### src/rtl/otter_branch_predictor_pkg.sv
// otter_branch_predictor_pkg: shared sizing helpers and update classification for the branch predictor.
package otter_branch_predictor_pkg;

    typedef enum logic [1:0] {UPD_NONE, UPD_BR_NT, UPD_BR_T, UPD_JUMP} upd_kind_t;

    function automatic int idx_bits(input int entries);
        return $clog2(entries);
    endfunction

    function automatic int tag_bits(input int xlen, input int entries);
        return xlen - $clog2(entries) - 2;
    endfunction

endpackage

### src/rtl/otter_branch_predictor_if.sv
// otter_branch_predictor_if: fetch lookup, resolve-stage training and status signals of the predictor.
interface otter_branch_predictor_if #(parameter int XLEN = 32);
    logic [XLEN-1:0] LK_PC;
    logic            PRED_HIT;
    logic            PRED_TAKEN;
    logic [XLEN-1:0] PRED_TARGET;
    logic            UPD_VALID;
    logic [XLEN-1:0] UPD_PC;
    logic            UPD_IS_JUMP;
    logic            UPD_TAKEN;
    logic [XLEN-1:0] UPD_TARGET;
    logic            UPD_MISPRED;
    logic            INV_ALL;
    logic [31:0]     MISPRED_CNT;
    modport master (
        output LK_PC, UPD_VALID, UPD_PC, UPD_IS_JUMP, UPD_TAKEN, UPD_TARGET, UPD_MISPRED, INV_ALL,
        input  PRED_HIT, PRED_TAKEN, PRED_TARGET, MISPRED_CNT
    );
    modport slave (
        input  LK_PC, UPD_VALID, UPD_PC, UPD_IS_JUMP, UPD_TAKEN, UPD_TARGET, UPD_MISPRED, INV_ALL,
        output PRED_HIT, PRED_TAKEN, PRED_TARGET, MISPRED_CNT
    );
endinterface

### src/rtl/otter_branch_predictor_sat_counter.sv
// otter_sat_counter: W-bit up/down counter saturating at 0 and all-ones, updated on the falling edge.
module otter_sat_counter #(
    parameter int W = 2
) (
    input  logic         CLK,
    input  logic         RST,
    input  logic [W-1:0] i_rst_val,
    input  logic         i_inc,
    input  logic         i_dec,
    output logic [W-1:0] o_q
);
    logic [W-1:0] r_q;

    always_ff @(negedge CLK)
        r_q <= RST ? i_rst_val :
               (i_inc && r_q != '1) ? r_q + W'(1) :
               (i_dec && r_q != '0) ? r_q - W'(1) : r_q;

    assign o_q = r_q;
endmodule

### src/rtl/otter_branch_predictor.sv
// otter_branch_predictor: direct-mapped BTB plus PHT of saturating counters, bimodal or gshare indexed.
module otter_branch_predictor
    import otter_branch_predictor_pkg::*;
#(
    parameter int XLEN     = 32,
    parameter int ENTRIES  = 16,
    parameter int CTR_BITS = 2,
    parameter int GHR_BITS = 0
) (
    input logic CLK,
    input logic RST,
    otter_branch_predictor_if.slave bp
);
    localparam int IDX = idx_bits(ENTRIES);
    localparam int TW  = tag_bits(XLEN, ENTRIES);
    localparam int GW  = (GHR_BITS > 0) ? GHR_BITS : 1;
    localparam logic [CTR_BITS-1:0] CTR_RST = CTR_BITS'((1 << (CTR_BITS - 1)) - 1);

    typedef struct packed {
        logic            valid;
        logic            jump;
        logic [TW-1:0]   tag;
        logic [XLEN-1:0] target;
    } bpred_entry_t;

    bpred_entry_t          r_btb [ENTRIES];
    logic [GW-1:0]         r_ghr;
    logic [31:0]           r_mispred_cnt;
    logic [CTR_BITS-1:0]   w_pht [ENTRIES];
    logic [ENTRIES-1:0]    w_pht_sel;
    logic [IDX-1:0]        w_ghr_ext;
    logic [IDX-1:0]        w_lk_bi;
    logic [IDX-1:0]        w_lk_pi;
    logic [IDX-1:0]        w_upd_bi;
    logic [IDX-1:0]        w_upd_pi;
    logic [TW-1:0]         w_lk_tag;
    logic [TW-1:0]         w_upd_tag;
    upd_kind_t             w_kind;
    logic                  w_br;
    logic                  w_btb_wr;
    bpred_entry_t          w_lk_e;
    logic                  w_hit;
    logic                  w_unused_bits;

    assign w_ghr_ext = (GHR_BITS == 0) ? '0 : IDX'(r_ghr);
    assign w_lk_bi   = bp.LK_PC[IDX+1:2];
    assign w_lk_tag  = bp.LK_PC[XLEN-1:IDX+2];
    assign w_lk_pi   = w_lk_bi ^ w_ghr_ext;
    assign w_upd_bi  = bp.UPD_PC[IDX+1:2];
    assign w_upd_tag = bp.UPD_PC[XLEN-1:IDX+2];
    assign w_upd_pi  = w_upd_bi ^ w_ghr_ext;
    assign w_unused_bits = ^{bp.LK_PC[1:0], bp.UPD_PC[1:0]};

    always_comb begin
        w_kind   = !bp.UPD_VALID ? UPD_NONE : bp.UPD_IS_JUMP ? UPD_JUMP : bp.UPD_TAKEN ? UPD_BR_T : UPD_BR_NT;
        w_br     = (w_kind == UPD_BR_T) || (w_kind == UPD_BR_NT);
        w_btb_wr = (w_kind == UPD_BR_T) || (w_kind == UPD_JUMP);
        w_pht_sel = w_br ? (ENTRIES'(1) << w_upd_pi) : '0;
    end

    // PHT counters reset together with RST; jumps never reach them since w_pht_sel is zero for jumps
    for (genvar k = 0; k < ENTRIES; k++) begin : g_pht
        otter_sat_counter #(.W(CTR_BITS)) u_ctr (
            .CLK      (CLK),
            .RST      (RST),
            .i_rst_val(CTR_RST),
            .i_inc    (w_pht_sel[k] && bp.UPD_TAKEN),
            .i_dec    (w_pht_sel[k] && !bp.UPD_TAKEN),
            .o_q      (w_pht[k])
        );
    end

    always_ff @(negedge CLK)
        if (RST || bp.INV_ALL)
            for (int i = 0; i < ENTRIES; i++) r_btb[i].valid <= 1'b0;
        else if (w_btb_wr)
            r_btb[w_upd_bi] <= '{valid: 1'b1, jump: bp.UPD_IS_JUMP, tag: w_upd_tag, target: bp.UPD_TARGET};

    always_ff @(negedge CLK)
        if (RST) begin
            r_ghr         <= '0;
            r_mispred_cnt <= '0;
        end else begin
            if (w_br && GHR_BITS > 0) r_ghr <= GW'({r_ghr, bp.UPD_TAKEN});
            if (bp.UPD_VALID && bp.UPD_MISPRED && r_mispred_cnt != '1) r_mispred_cnt <= r_mispred_cnt + 32'd1;
        end

    assign w_lk_e         = r_btb[w_lk_bi];
    assign w_hit          = w_lk_e.valid && (w_lk_e.tag == w_lk_tag);
    assign bp.PRED_HIT    = w_hit;
    assign bp.PRED_TAKEN  = w_hit && (w_lk_e.jump || w_pht[w_lk_pi][CTR_BITS-1]);
    assign bp.PRED_TARGET = w_hit ? w_lk_e.target : '0;
    assign bp.MISPRED_CNT = r_mispred_cnt;
endmodule

### src/flat_wrapper.sv
// flat-port wrapper written by rule: the top's interface ports become plain ports
module otter_branch_predictor_flat import otter_branch_predictor_pkg::*;
#(
    parameter int XLEN     = 32,
    parameter int ENTRIES  = 16,
    parameter int CTR_BITS = 2,
    parameter int GHR_BITS = 0
)
  (CLK, RST, bp_LK_PC, bp_UPD_VALID, bp_UPD_PC, bp_UPD_IS_JUMP, bp_UPD_TAKEN, bp_UPD_TARGET, bp_UPD_MISPRED, bp_INV_ALL, bp_PRED_HIT, bp_PRED_TAKEN, bp_PRED_TARGET, bp_MISPRED_CNT);
  otter_branch_predictor_if #(.XLEN(XLEN)) bp_i ();
  input logic CLK;
  input logic RST;
  input wire logic [$bits(bp_i.LK_PC)-1:0] bp_LK_PC;
  input wire logic [$bits(bp_i.UPD_VALID)-1:0] bp_UPD_VALID;
  input wire logic [$bits(bp_i.UPD_PC)-1:0] bp_UPD_PC;
  input wire logic [$bits(bp_i.UPD_IS_JUMP)-1:0] bp_UPD_IS_JUMP;
  input wire logic [$bits(bp_i.UPD_TAKEN)-1:0] bp_UPD_TAKEN;
  input wire logic [$bits(bp_i.UPD_TARGET)-1:0] bp_UPD_TARGET;
  input wire logic [$bits(bp_i.UPD_MISPRED)-1:0] bp_UPD_MISPRED;
  input wire logic [$bits(bp_i.INV_ALL)-1:0] bp_INV_ALL;
  output wire logic [$bits(bp_i.PRED_HIT)-1:0] bp_PRED_HIT;
  output wire logic [$bits(bp_i.PRED_TAKEN)-1:0] bp_PRED_TAKEN;
  output wire logic [$bits(bp_i.PRED_TARGET)-1:0] bp_PRED_TARGET;
  output wire logic [$bits(bp_i.MISPRED_CNT)-1:0] bp_MISPRED_CNT;
  assign bp_i.LK_PC = bp_LK_PC;
  assign bp_i.UPD_VALID = bp_UPD_VALID;
  assign bp_i.UPD_PC = bp_UPD_PC;
  assign bp_i.UPD_IS_JUMP = bp_UPD_IS_JUMP;
  assign bp_i.UPD_TAKEN = bp_UPD_TAKEN;
  assign bp_i.UPD_TARGET = bp_UPD_TARGET;
  assign bp_i.UPD_MISPRED = bp_UPD_MISPRED;
  assign bp_i.INV_ALL = bp_INV_ALL;
  assign bp_PRED_HIT = bp_i.PRED_HIT;
  assign bp_PRED_TAKEN = bp_i.PRED_TAKEN;
  assign bp_PRED_TARGET = bp_i.PRED_TARGET;
  assign bp_MISPRED_CNT = bp_i.MISPRED_CNT;
  otter_branch_predictor #(.XLEN(XLEN), .ENTRIES(ENTRIES), .CTR_BITS(CTR_BITS), .GHR_BITS(GHR_BITS)) u_core (.CLK(CLK), .RST(RST), .bp(bp_i));
endmodule
### config.mk
export PLATFORM = sky130hd
export DESIGN_NAME = otter_branch_predictor_flat
export DESIGN_NICKNAME = d
export VERILOG_FILES = /design/src/rtl/otter_branch_predictor_pkg.sv /design/src/rtl/otter_branch_predictor_if.sv /design/src/rtl/otter_branch_predictor_sat_counter.sv /design/src/rtl/otter_branch_predictor.sv /design/src/flat_wrapper.sv
export SDC_FILE = /design/constraint.sdc
export NUM_CORES = 1
export LEC_CHECK = 0
export ABC_AREA = 1
export ABC_CLOCK_PERIOD_IN_PS = 5000
export BUFFER_PORTS_ARGS = -buffer_cell sky130_fd_sc_hd__buf_2
export CORE_MARGIN = 2
export CORE_UTILIZATION = 45
export DETAILED_ROUTE_END_ITERATION = 8
export GPL_TIMING_DRIVEN = 0
export MAX_ROUTING_LAYER = met4
export SYNTH_ARGS = -nofsm -noshare
export SYNTH_HDL_FRONTEND = slang
export SYNTH_SLANG_ARGS = --single-unit
### constraint.sdc
create_clock -name CLK -period 5 [get_ports CLK]
set_input_delay 0.25 -clock CLK [delete_from_list [all_inputs] [get_ports CLK]]
set_output_delay 0.25 -clock CLK [all_outputs]
set_load 0.02 [all_outputs]
==> metrics.md, run 1 <==
| Metric | Value |
|---|---|
| Final worst slack | `-0.7813 ns` |
| Die width | `310.7 um` |
| Status | `complete, but fails checks` |
| Failing checks | `negative setup slack` |
| Initial Util | `45.35%` |
| Clock buffer depth | `3` |
| Final Setup Violations | `34` |
| GRT overflow | `0` |
| Num CTS Buffers | `112` |
| Post-synth top area cell | `edfxtp_1` |
| HP Class | `reg2reg` |
| DRT iter0 DRCs | `4,374` |
| Commonest cells after routing, fill and taps aside | `inv_1 (1,271), edfxtp_1 (944), nand2_1 (911)` |
| Top cell type's share of synthesized area | `66.97%` |
| Gpl congestion | `0.9070` |
| Mapped Nets | `3,728` |
| Data arrival, critical path | `5.53 ns` |
| Core area | `93,330 sq um` |
| Vias | `34,760` |
| Sink Count | `1,024` |
| Synth unique cells | `41` |
| Ys async rst share | `0%` |
| Share of post-route cells with drive strength above 1 | `12.24%` |
| Largest net degree at the start of global routing | `33` |
| Die Y | `310.7 um` |
| Seq/Total Area, Yosys | `70.76%` |
| Fin Setup TNS | `-23.66 ns` |
| Pins Over Slew Limit | `0` |
| Area growth from synthesis to layout | `28.09%` |
| Clk_skew | `0.02967 ns` |
| CP Class | `reg2out` |
| Critical R2R Launch | `u_core.bp.MISPRED_CNT[0]$_SDFFE_NP0P_` |
| Register bit total from synthesis | `1,024` |
| Row count | `112` |
| Worst slew margin | `25.08%` |
| DRT antenna net count | `0` |
| Worst reg2reg setup slack | `2.40 ns` |
| Post-synth top flop | `edfxtp_1` |
| Yosys warns | `0` |
| Pre-CTS WS | `-0.8135 ns` |
| Max Cap Viol | `0` |
| Startpoint class of the critical path | `flip-flop` |
| Worst VDD drop | `0.3897 mV` |
| CTS H-tree lvls | `3` |
| IO Pins | `169` |
| Drt pass-1 iters | `6` |
| Skew-Pair Late Insertion Delay | `0.72 ns` |
| # placed instances | `5,080` |
| End of the critical path | `bp_PRED_TARGET[3]` |
| Power density cells | `412.5 nW/um^2` |
| First-pass GRT wire length | `210,400 um` |
| Leakage | `23.66 nW` |
| Nets | `5,085` |
| Most common cell after layout, fill and taps aside | `inv_1` |
| DP HPWL | `92,250 um` |
| Total GRT Usage | `30.57%` |
| Antenna violations before repair | `4` |
| Hold_buf cts | `0` |
| CP max FO | `8` |
| Avg Cell Area, Syn | `11.69 sq um` |
| WP data required | `4.75 ns` |
| RSZ-0062 raised after global routing | `true` |
| Non-Filler Instances | `6,336` |
| Buffers on Ports | `162` |
| DRC Markers | `0` |
| Cell count after synthesis | `3,622` |
| Beginning of the critical path | `u_core.r_btb[5][38]$_DFFE_NP_` |
| Endpoints failing hold | `0` |
| Vias per cell | `5.485` |
| Dominant cells by area after synthesis | `edfxtp_1 (67%), nand2_1 (8.2%), dfxtp_1 (3.8%)` |
| Total wire length | `146,900 um` |
| Worst setup EP type | `output pin` |
| Worst-Margin Slew | `1.124 ns` |
| Final hold slack | `0.4530 ns` |
| Vias in the first global route | `35,620` |
| Mapped cell area | `42,330 sq um` |
| CTS tree | `yes` |
| Die area | `96,530 sq um` |
| Worst reg-to-reg path cell count | `11` |
| CTS Root Cell | `clkbuf_16` |
| Post-synth EDFFs | `944` |
| WL/cell | `23.19 um` |
| RR Endpoint | `u_core.bp.MISPRED_CNT[23]$_SDFFE_NP0P_` |
| Clock slew seen by the registers of the worst setup and hold paths | `0.03 ns` |
repair_timing:
| item | CTS | global route |
|---|---|---|
| setup endpoints to repair | 82 | 79 |
| buffers inserted | 9 | 7 |
| pin swaps | 12 | 15 |
| gates cloned | 1 | 1 |
| gates resized for setup | 127 | 38 |
how the worst min path moves through the flow:
stage / start / end / slack, ns / depth (start not counted)
floorplan: u_core.r_btb[0][59]$_SDFFE_NP1P_ / u_core.r_btb[0][59]$_SDFFE_NP1P_ / 0.42 / 2
global placement: u_core.r_btb[0][59]$_SDFFE_NP1P_ / u_core.r_btb[0][59]$_SDFFE_NP1P_ / 0.44 / 2
detailed placement: u_core.r_btb[0][59]$_SDFFE_NP1P_ / u_core.r_btb[0][59]$_SDFFE_NP1P_ / 0.44 / 2
CTS: u_core.r_btb[0][59]$_SDFFE_NP1P_ / u_core.r_btb[0][59]$_SDFFE_NP1P_ / 0.45 / 2
global route: u_core.r_btb[7][59]$_SDFFE_NP1P_ / u_core.r_btb[7][59]$_SDFFE_NP1P_ / 0.49 / 2
finish: u_core.r_btb[0][59]$_SDFFE_NP1P_ / u_core.r_btb[0][59]$_SDFFE_NP1P_ / 0.45 / 2
flip-flops by register name (all words and copies together), names as in the netlist:
register	flops
u_core.r_btb	960
u_core.g_pht.u_ctr.o_q	32
u_core.bp.MISPRED_CNT	32
stage by stage:
step	util, %	instance area, sq um	total power [mW]
floorplan	-	42480	11.42
global placement	48.07	44860	11.98
detailed placement	49.05	45780	12.00
CTS	57.81	53950	22.52
global route	58.09	54210	23.53
finish	58.09	54210	22.36
routing by layer:
metal	wire length, um	GRT usage (%)	vias to the layer above
li1	-	-	15680
met1	55800	35.91	16710
met2	70150	47.14	1992
met3	14830	8.704	371
met4	6129	17.70	0
met5	0	-	-
cell usage after synthesis, drive strengths merged, types with 7 or more instances:
| library cell | n |
|---|---|
| a221oi | 102 |
| nor3 | 77 |
| clkbuf | 81 |
| xor2 | 7 |
| edfxtp | 944 |
| a31oi | 14 |
| a21oi | 288 |
| nor2 | 205 |
| a221o | 10 |
| nand4 | 16 |
| nand3 | 248 |
| nand2 | 925 |
| inv | 221 |
| a32o | 10 |
| o211ai | 51 |
| o21ai | 111 |
| maj3 | 13 |
| dfxtp | 80 |
| buf | 139 |
| o31ai | 34 |
final cells by class:
cell class | count | area, sq um
Fill cell | 7975 | 39120
Sequential cell | 1024 | 29950
Tap cell | 1254 | 1569
Buffer | 218 | 1141
Clock inverter | 1120 | 4695
Timing Repair Buffer | 222 | 2152
Inverter | 224 | 862.1
Multi-Input combinational cell | 2153 | 10980
Clock buffer | 114 | 2853
Antenna cell | 7 | 17.52
report_power, final:
group / internal (mW) / switching (mW) / leakage [nW] / total [mW]
registers: 9.47 / 0.0175 / 9.13 / 9.49
clock network: 5.94 / 5.67 / 7.33 / 11.6
logic: 0.314 / 0.952 / 7.20 / 1.27
kinds of logic after synthesis:
| logic type | share of synthesized area (%) |
|---|---|
| AOI/OAI and AO/OA | 9.341 |
| xor gates and xnor gates | 0.2276 |
| buffers and inverters | 4.549 |
| DFF | 70.76 |
| and+or+nand+nor | 14.73 |
| adders and majority gates | 0.3961 |
critical path, stage by stage, from the launching register on:
cell and delay, ns:
edfxtp_1 0.35, nor2_1 0.11, nor2_1 0.05, o21ai_1 0.16
nand3_1 0.14, nand3_2 0.13, nand2_1 0.07, nand2_1 0.09
nand2_2 0.09, nor2_2 0.11, nand2_2 0.10, nor2_4 0.15
nand2_8 0.16, buf_12 0.20, nor3_4 0.24, buf_6 0.16
Power figures use the tool's default switching activity.
==> run 2: changes to the inputs <==
Settings changed: BUFFER_PORTS_ARGS -buffer_cell sky130_fd_sc_hd__buf_2 to default, DONT_BUFFER_PORTS from default to 1.
==> run 2 against run 1 <==
Against the previous run:
- the flow still finishes with violations (negative setup slack)
- critical path type unchanged
- global-route usage barely moved
- worst setup slack improved by 0.090 ns
- final area fell by 1.7%
- clock skew fell by 0.0045 ns
- largest cell class unchanged
- register-to-register slack got worse by 0.13 ns
- sequential power barely moved
- flip-flop and latch count did not move
==> metrics.md, run 2 (synthesis results as in run 1) <==
| Metric | Value |
|---|---|
| Status | `complete, but fails checks` |
| Failing checks | `negative setup slack` |
| DRC Markers | `0` |
| Pins Over Slew Limit | `0` |
| CP max stage delay | `0.35 ns` |
| Core area | `93,330 sq um` |
| Gate power share | `4.9%` |
| Cell-internal power | `15.78 mW` |
| Total GRT Usage | `30.53%` |
| Antenna violations before repair | `2` |
| Sink Count | `1,024` |
| Max Cap Viol | `0` |
| Die area | `96,530 sq um` |
| Gpl congestion | `0.9276` |
| Vias per cell | `5.620` |
| Worst-Margin Slew | `1.168 ns` |
| CP max FO | `8` |
| Leakage | `22.96 nW` |
| Pre-CTS WS | `-0.6987 ns` |
| Reg power frac | `42.6%` |
| Final worst slack | `-0.6908 ns` |
| Non-Filler Instances | `6,150` |
| # placed instances | `4,920` |
| Endpoints failing hold | `0` |
| Hold_buf cts | `0` |
| Commonest cells after routing, fill and taps aside | `inv_1 (1,269), edfxtp_1 (944), nand2_1 (905)` |
| Area growth from synthesis to layout | `25.94%` |
| Fillers | `8,155` |
| Max reg flops | `960` |
| RSZ-0062 raised after global routing | `true` |
| WP data required | `4.75 ns` |
| Die Y | `310.7 um` |
| Skew-Pair Late Insertion Delay | `0.71 ns` |
| Nets | `4,919` |
| DP HPWL | `91,010 um` |
| Die width | `310.7 um` |
| Clock slew seen by the registers of the worst setup and hold paths | `0.03 ns` |
| DRT iter0 DRCs | `4,057` |
| Register area | `29,950 sq um` |
| Clock buffer depth | `3` |
| Row count | `112` |
| Startpoint class of the critical path | `flip-flop` |
| CTS tree | `yes` |
| Largest net degree at the start of global routing | `33` |
| Buffers on Ports | `0` |
| GRT overflow | `0` |
| Vias in the first global route | `34,970` |
| CP Class | `reg2out` |
| Share of post-route cells with drive strength above 1 | `9.275%` |
| IO Pins | `169` |
| Worst slew margin | `22.11%` |
| First-pass GRT wire length | `210,700 um` |
| WL/cell | `23.97 um` |
| CTS H-tree lvls | `3` |
| Clk_skew | `0.02516 ns` |
| Num CTS Buffers | `110` |
| Final Setup Violations | `34` |
| Initial Util | `45.35%` |
| Largest Register | `u_core.r_btb` |
| Proportion of power drawn by the clock network | `52.5%` |
| Slowest cell on crit path | `edfxtp_1` |
| Worst setup EP type | `output pin` |
| Utilization after layout | `57.11%` |
| Area of the multi-input gates | `11,050 sq um` |
| Total wire length | `147,400 um` |
| HP Class | `reg2reg` |
| Crit path cell chain | `nor2_1 > nor2_1 > o21ai_1 > nand3_1 > nand3_2 > nand2_1 > nand2_1 > nand2_1 > nor2_1 > nand2_1 > nor2_4 > nand2_8 > buf_12 > nor3_4` |
| Net Switching | `6.517 mW` |
| Total Power | `22.30 mW` |
| Power density cells | `418.3 nW/um^2` |
| Data arrival, critical path | `5.44 ns` |
| DRT antenna net count | `0` |
| Vias | `34,560` |
| Delay-heaviest family, CP | `simple AND/OR/NAND/NOR gates` |
| Worst VDD drop | `0.3527 mV` |
| CP dominant cell by count | `nand2_1` |
| CTS Root Cell | `clkbuf_16` |
| Net Sw Frac | `29.23%` |
| Most common cell after layout, fill and taps aside | `inv_1` |
| Critical path buffers and inverters | `1` |
| Drt pass-1 iters | `7` |
-- run 2: changes by cell type in the layout (fill, tap and decap cells not counted), moves of 5 or more --
cell        previous run  this run
buf_2                205        76
buf_6                 36         6
clkinvlp_2            32        19
buf_4                 40        31
diode_2                7         1
nand2_1              911       905
nand2_2               13        19
nand3_2               22        28
nand3_1              224       219
-- run 2: metal layers --
| layer | up-vias | track usage [%] | wire length [um] |
|---|---|---|---|
| li1 | 15330 | - | - |
| met1 | 16660 | 35.66 | 55100 |
| met2 | 2195 | 47.69 | 70240 |
| met3 | 381 | 8.798 | 15670 |
| met4 | 0 | 16.67 | 6416 |
| met5 | - | - | 0 |
-- run 2: worst paths after layout --
kind                                                  to  cells after the start  slack [ns]                                  start
setup / recovery                       bp_PRED_TARGET[3]                     14       -0.69         u_core.r_btb[10][41]$_DFFE_NP_
hold / removal          u_core.r_btb[0][59]$_SDFFE_NP1P_                      2        0.47       u_core.r_btb[0][59]$_SDFFE_NP1P_
setup reg to reg  u_core.bp.MISPRED_CNT[24]$_SDFFE_NP0P_                     11        2.27  u_core.bp.MISPRED_CNT[1]$_SDFFE_NP0P_
hold reg to reg         u_core.r_btb[0][59]$_SDFFE_NP1P_                      2        0.47       u_core.r_btb[0][59]$_SDFFE_NP1P_
-- run 2: power groups by stage --
stage	clock network (mW)	logic, mW	registers, mW
4_1_cts	11.8	1.05	9.49
3_5_place_dp	1.21	1.03	9.60
2_1_floorplan	1.21	0.617	9.59
3_3_place_gp	1.21	1.01	9.60
5_1_grt	12.8	1.16	9.48
6_report	11.7	1.10	9.49
-- run 2: worst min-delay path, cell delays in order, from the launching register on --
cell	delay [ns]
dfxtp_1	0.32
nand2_1	0.05
o21ai_0	0.06
-- run 2: timing repair --
item                       in CTS  in global routing
gates resized for setup        68                 61
pin swaps                      25                 44
setup buffers                   3                  5
gates cloned                    2                  2
setup endpoints to repair      34                 51
-- run 2: through the flow --
stage | cell area [sq um] | hold slack (ns) | TNS, ns
3_3_place_gp | 44050 | 0.4464 | -1477.76
5_1_grt | 53300 | 0.4785 | -25.26
4_1_cts | 52970 | 0.4666 | -23.99
2_1_floorplan | 42480 | 0.4231 | 0
3_5_place_dp | 45020 | 0.4496 | -224.44
6_report | 53300 | 0.4678 | -21.56
-- run 2: layout make-up --
type / instances / share of cell area (%)
flip-flops and latches: 1024 / 56.18
well taps: 1254 / 2.943
clock inverters: 1106 / 8.844
multi-input cells: 2153 / 20.73
repair buffers: 56 / 2.178
clock buffers: 112 / 5.258
inverters: 224 / 1.617
diodes: 1 / 0.004695
plain buffers: 220 / 2.239
